`src/rtl/tick_timer_ctrl.sv`:
```
`timescale 1ns/1ps
// tick_timer_ctrl: prescaled interval timer with one-shot and periodic expiry.
// Define TICK_TIMER_CTRL_PAUSE_EN to add a pause input that freezes counting in RUN.
module tick_timer_ctrl #(
  parameter int unsigned M = 10,
  parameter int unsigned W = 8
) (
  input  logic         clk,
  input  logic         reset,
  input  logic         start,
  input  logic         stop,
  input  logic         oneshot,
  input  logic [W-1:0] period,
`ifdef TICK_TIMER_CTRL_PAUSE_EN
  input  logic         pause,
`endif
  output logic         busy,
  output logic         pre_tick,
  output logic         done_tick,
  output logic [W-1:0] remaining
);

  localparam int unsigned PW = (M > 2) ? $clog2(M) : 1;
  localparam logic [PW-1:0] PRE_LAST = PW'(M - 1);
  localparam logic [W-1:0]  ONE      = W'(1);

  typedef enum logic {IDLE, RUN} state_t;

  state_t         state;
  logic [PW-1:0]  presc;
  logic [W-1:0]   per_reg;
  logic           mode_reg;
  logic           hold;

`ifdef TICK_TIMER_CTRL_PAUSE_EN
  assign hold = pause;
`else
  assign hold = 1'b0;
`endif

  assign busy      = (state == RUN);
  assign pre_tick  = (state == RUN) && !hold && (presc == PRE_LAST);
  assign done_tick = pre_tick && (remaining == ONE);

  // Stop (or a zero-period start) beats restart, which beats expiry/reload.
  always_ff @(posedge clk or posedge reset) begin
    if (reset) begin
      state     <= IDLE;
      presc     <= '0;
      remaining <= '0;
      per_reg   <= '0;
      mode_reg  <= 1'b0;
    end else begin
      case (state)
        IDLE: begin
          if (start && !stop && (period != '0)) begin
            state     <= RUN;
            per_reg   <= period;
            mode_reg  <= oneshot;
            remaining <= period;
            presc     <= '0;
          end
        end
        RUN: begin
          if (stop || (start && (period == '0))) begin
            state     <= IDLE;
            remaining <= '0;
            presc     <= '0;
          end else if (start) begin
            per_reg   <= period;
            mode_reg  <= oneshot;
            remaining <= period;
            presc     <= '0;
          end else if (!hold) begin
            presc <= (presc == PRE_LAST) ? '0 : presc + PW'(1);
            if (pre_tick) begin
              if (remaining > ONE) begin
                remaining <= remaining - ONE;
              end else if (mode_reg) begin
                state     <= IDLE;
                remaining <= '0;
              end else begin
                remaining <= per_reg;
              end
            end
          end
        end
        default: state <= IDLE;
      endcase
    end
  end

endmodule

```
`config.mk`:
```
export PLATFORM = sky130hd
export DESIGN_NAME = tick_timer_ctrl
export DESIGN_NICKNAME = d
export VERILOG_FILES = /design/src/rtl/tick_timer_ctrl.sv
export SDC_FILE = /design/constraint.sdc
export NUM_CORES = 1
export LEC_CHECK = 0
export ABC_CLOCK_PERIOD_IN_PS = 2900
export CAP_MARGIN = 40
export CELL_PAD_IN_SITES_DETAIL_PLACEMENT = 0
export CELL_PAD_IN_SITES_GLOBAL_PLACEMENT = 2
export CORE_MARGIN = 4
export CORE_UTILIZATION = 32
export CTS_BUF_LIST = sky130_fd_sc_hd__clkbuf_4 sky130_fd_sc_hd__clkbuf_8 sky130_fd_sc_hd__clkbuf_16
export DETAILED_ROUTE_END_ITERATION = 8
export PLACE_DENSITY_LB_ADDON = 0.3
export SLEW_MARGIN = 25
export SYNTH_ARGS = -nofsm -noshare
export SYNTH_HDL_FRONTEND = slang
export SYNTH_SLANG_ARGS = --single-unit
```
`constraint.sdc`:
```
create_clock -name clk -period 2.9 [get_ports clk]
set_clock_uncertainty 0.2 [all_clocks]
set_input_delay 0.58 -clock clk [delete_from_list [all_inputs] [get_ports clk]]
set_output_delay 0.58 -clock clk [all_outputs]
set_load 0.01 [all_outputs]
```
### After elaboration in Yosys (flattened, before gate mapping)

Cells that the tools add are included.

* register bits: 22
* input port bits: 13
* output and inout port bits: 11
* word-level logic and storage cells: 52

* add/sub/neg operators: 2
* $lt $le $gt $ge: 1
* equal/unequal tests: 6
* muxes and demuxes: 26
* bitwise logic cells: 1
* reduce and logical (&&, ||, !) cells: 11

Operators by type and width (number)
* two-way mux 8 bit: 8
* one-hot mux 8 bit (2 select lines): 2
* two-way mux 4 bit: 4
* two-way mux 1 bit: 9
* equality test 8 x 1 -> 1 bit, second input constant: 1
* > comparator 8 x 1 -> 1 bit, second input constant: 1
* logical NOT 8 bit: 1
* one-hot mux 4 bit (2 select lines): 1
* nonzero test 8 bit: 1
* subtractor 8 x 1 -> 8 bit, second input constant: 1
* inequality test 2 bit, second input constant: 3
* logical AND 1 bit: 5
* adder 4 x 1 -> 4 bit, second input constant: 1
* equality test 4 bit, second input constant: 1
* inequality test 4 x 3 -> 1 bit, second input constant: 1
* one-hot mux 1 bit (2 select lines): 2
* AND reduction 3 bit: 1
* AND reduction 2 bit: 1
* logical NOT 1 bit: 1
* logical OR 1 bit: 1
* NOT 1 bit: 1

### Logic depth before layout (Yosys ltp)

* depth after elaboration: 6
* mapped depth: 9
* mapped depth without buffers: 8

### Worst setup path before layout

Ideal clock, no wire load.

* path kind: reg-to-reg
* start: reg remaining[0]
* end: reg remaining[3]
* setup time: 0.124 ns
* arrival: 1.831 ns
* data required time: 2.576 ns
* slack: 0.745 ns
* cell stages (with the launch flop): 9
* buffers on the path: 1
* clock period less this slack: 2.155 ns
* cell sequence: dfrtp_1 > inv_1 > ha_1 > or2_1 > and3_1 > buf_6 > or4_1 > nand2_1 > a21oi_1

* longest elaborated chain between the ends: 6
* elaborated cells between the ends (all ways): 7
* those cells by class: add/sub: 1; order compare: 1; mux: 5

Ends and longest elaborated chain
* start, declared: RTL line 20 `output logic [W-1:0] remaining`
* start signal, assigned: RTL line 60 `remaining <= period;`
* start signal, assigned: RTL line 72 `remaining <= period;`
* start signal, assigned: RTL line 78 `remaining <= remaining - ONE;`
* subtractor 8 x 1 -> 8 bit or > comparator 8 x 1 -> 1 bit (tied branches): RTL line 78, 77
* two-way mux 8 bit (*): RTL line 77 `if (remaining > ONE) begin`
* two-way mux 8 bit (*): RTL line 76 `if (pre_tick) begin`
* two-way mux 8 bit (*): RTL line 69 `end else if (start) begin`
* two-way mux 8 bit (*): RTL line 65 `if (stop || (start && (period == '0))) begin`
* one-hot mux 8 bit (2 select lines) (*): RTL line 54 `case (state)`

Mark *: on every way between the ends. The rest lies on a longest branch, timed or not. The select of a mux whose other input is x is not followed.
A chain may end at the register's enable or synchronous reset.

### Final worst setup path

* start: reg presc[1]
* end: out done_tick

* longest elaborated chain between the ends: 3

Ends and longest elaborated chain
* start, declared: RTL line 30 `logic [PW-1:0] presc;`
* start signal, assigned: RTL line 75 `presc <= (presc == PRE_LAST) ? '0 : presc + PW'(1);`
* equality test 4 bit: RTL line 42 `assign pre_tick = (state == RUN) && !hold && (presc == PRE_LAST);`
* logical AND 1 bit: RTL line 42
* logical AND 1 bit: RTL line 43 `assign done_tick = pre_tick && (remaining == ONE);`
* end, declared: RTL line 19 `output logic done_tick,`

Every way passes these cells.

==> metrics <==
first-pass GRT wire length=a little over 7000 µm; DR iter-0 viols=151; Die H=between 70 and 80 µm; Startpoint Class=flop; Yosys top cell by area=dfrtp_1; hpwl dp=between 3000 and 4000 µm; commonest register cell after synthesis=dfrtp_1; GR Util met1=about a fifth; Fin Setup TNS=0 ns; Synth area leaders=dfrtp_1, nand2_1, a21oi_1; Synth Net Count=183; crit path cell chain=inv_1 > ha_1 > and3b_2 > nand2_1 > nor2_1 > clkdlybuf4s50_1; GRT Residual Overflow=0; Residual DRC=0; final hold viol count=0; CORE AREA=around 4400 µm²; max_slew headroom=between 50% and 60%; Mapped Area=~1500 µm²; EDFF count, synth=0; leakage=0.750 nW; met3 usage=2.49%; initial antenna violation count=0; clock share of power=around 22%; final WL=4040 µm; combinational share of power=between 30% and 40%; Int Power=approximately 0.56 mW; Port Buffer Count=23; Placed Area=approximately 1800 µm²; Root Buffer Master=clkbuf_8; die width=approximately 76 µm; Setup Buffers After CTS=0; WP data arrival=around 1.9 ns; syn_area_per_cell=roughly 9 µm²; CTS tree=built; share of post-route cells with drive strength above 1=around 9.9%; fin crit period=approximately 2.7 ns; antenna viol nets, final=0; Post-Syn Instances=about 170; Setup-failing EPs final=0; Top delay family on crit path=buffers and inverters; final worst-path cycle share=approximately 93%; die area=5760 µm²; Final Net Count=210; P&R area growth vs syn=22.8%; Buf/Inv on CP=2; critical path endpoint category=output port; starting density of the core=between 30 and 40%; DR vias=around 1400; Pwr per Cell Area=approximately 460 nW/µm²; Seq/Total Area, Yosys=37.3%; Worst Path Max Fanout=4; Cell variety after synth=49; DR pass1 iterations=4; CTS Buffer Depth=2; GR Layer Usage met2=23.3%; fin util=approximately two fifths; vias in the first global route=approximately 1400; HP Class=flop to flop; CTS Sinks=22; Avg Vias per Cell=between 5 and 6; Total GRT Usage=between 10% and 20%; Max Cap Violations=0; #FFs+latches synth=22; sequential share of power=~47%; clk slew on worst S/H paths=about 0.08 ns; RePlAce Congestion=between 0.8 and 0.9; CTS buffer count=3; RSZ-0062 raised after global routing=no; status=completed; Non-Filler Instances=around 240; io pins=24; CP Class=flop to output port; Synth warnings=0; DR WL/cell=16.6 µm; Max VDD drop=about 160 µV; post-route design area=around 1800 µm²; busiest grt layer=met2; dpl cells=240; Max Slew Vio Count=0; Largest stage delay, worst path=0.54 ns; Switch Pwr=approximately 0.28 mW; Crit-path slowest cell=clkdlybuf4s50_1; clk_lat worst skew=around 0.26 ns; share of the synthesized area in the top cell type=between 30% and 40%; row cnt=24; WP data required=roughly 2.1 ns; Final Power=about 0.84 mW; H-tree depth=1; switch share=between 30% and 40%; # diodes=0; FFs w/ async S/R, synth=100%; Fmax achieved=approximately 370 MHz; largest net degree at the start of global routing=27; Least-Margin Pin Slew=around 0.7 ns
==> cell usage in the layout (no fill, tap or decap), drive strengths merged, types with 2 or more instances in the layout <==
cell type      netlist  final
a21boi               2      2
a21oi               14     14
a221oi               2      2
a311oi               4      4
a31oi                6      6
and3                 3      3
buf                  4      6
clkbuf               3      3
clkdlybuf4s50        0     23
dfrtp               22     22
ha                   4      4
inv                  9      9
nand2               26     26
nand3                2      2
nor2                13     13
nor2b                3      3
nor3                 4      4
nor4                 4      4
o21ai               12     12
o31a                 2      2
o31ai                4      4
xnor2                2      2
xor2                 2      2
==> kinds of logic after synthesis <==
group | count (synthesis) | synth area share [%]
flip-flops | 22 | 37.3
buffers and inverters | 17 | 5.68
XOR/XNOR | 4 | 2.37
AND/OR/NAND/NOR | 65 | 24.6
adder cells (fa/ha/maj) | 4 | 3.39
AO/OA/AOI/OAI | 53 | 26.0
multiplexers | 1 | 0.678
==> power by group through the flow <==
stage / Clock [mW] / Combinational, mW / Sequential [mW]
global route: 0.208 / 0.292 / 0.400
CTS: 0.199 / 0.263 / 0.392
finish: 0.188 / 0.261 / 0.390
detailed placement: 0 / 0.262 / 0.398
global placement: 0 / 0.260 / 0.395
floorplan: 0 / 0.148 / 0.396
==> metal layers <==
layer | wire length, µm | vias to the layer above
li1 | - | 654
met1 | 1890 | 656
met2 | 1920 | 41
met3 | 191 | 4
met4 | 34 | 0
met5 | 0 | -
==> tightest hold or removal path: cells and delay by family (launching register included) <==
| kind | cells | cell delay, ns |
|---|---|---|
| DFF | 1 | 0.34 |
| and+or+nand+nor | 2 | 0.11 |
==> layout make-up <==
cell class | count | area, µm²
flip-flops and latches | 22 | 551
clock buffers | 3 | 41.3
multi-input cells | 127 | 843
fillers | 437 | 2600
well taps | 52 | 65.1
inverters | 10 | 37.5
repair buffers | 29 | 275
==> worst paths after layout <==
path | start | to | slack, ns | depth (start not counted)
min reg2reg | per_reg[6] | per_reg[6] | 0.28 | 2
max reg2reg | remaining[0] | remaining[6] | 0.42 | 7
min | per_reg[6] | per_reg[6] | 0.28 | 2
min in group asynchronous | reset | per_reg[4] | 0.46 | 3
max | presc[1] | done_tick | 0.20 | 6
max in group asynchronous | reset | remaining[5] | 1.81 | 3
==> cells in the mapped netlist (all sizes together) (2+ instances only) <==
| cell | count |
|---|---|
| clkbuf | 3 |
| nor3 | 4 |
| a311oi | 4 |
| nor4 | 4 |
| ha | 4 |
| a221oi | 2 |
| inv | 9 |
| xnor2 | 2 |
| and3 | 3 |
| nand3 | 2 |
| a21oi | 14 |
| a31oi | 6 |
| dfrtp | 22 |
| nor2b | 3 |
| nor2 | 13 |
| o31ai | 4 |
| xor2 | 2 |
| o21ai | 12 |
| buf | 4 |
| a21boi | 2 |
| o31a | 2 |
| nand2 | 26 |
==> what timing repair did <==
action / CTS / global route
hold buffers: 0 / 0
resized for setup: 0 / 1
endpoints found under the setup margin: 0 / 1
==> metrics by stage <==
stage                     hold slack, ns  setup WS, ns
after floorplan                    0.246         0.745
after global placement             0.264         0.264
after detailed placement           0.264         0.226
after CTS                          0.284         0.145
after global routing               0.313        0.0450
final                              0.279         0.197
Note: power is estimated with default switching activity, not from simulation.
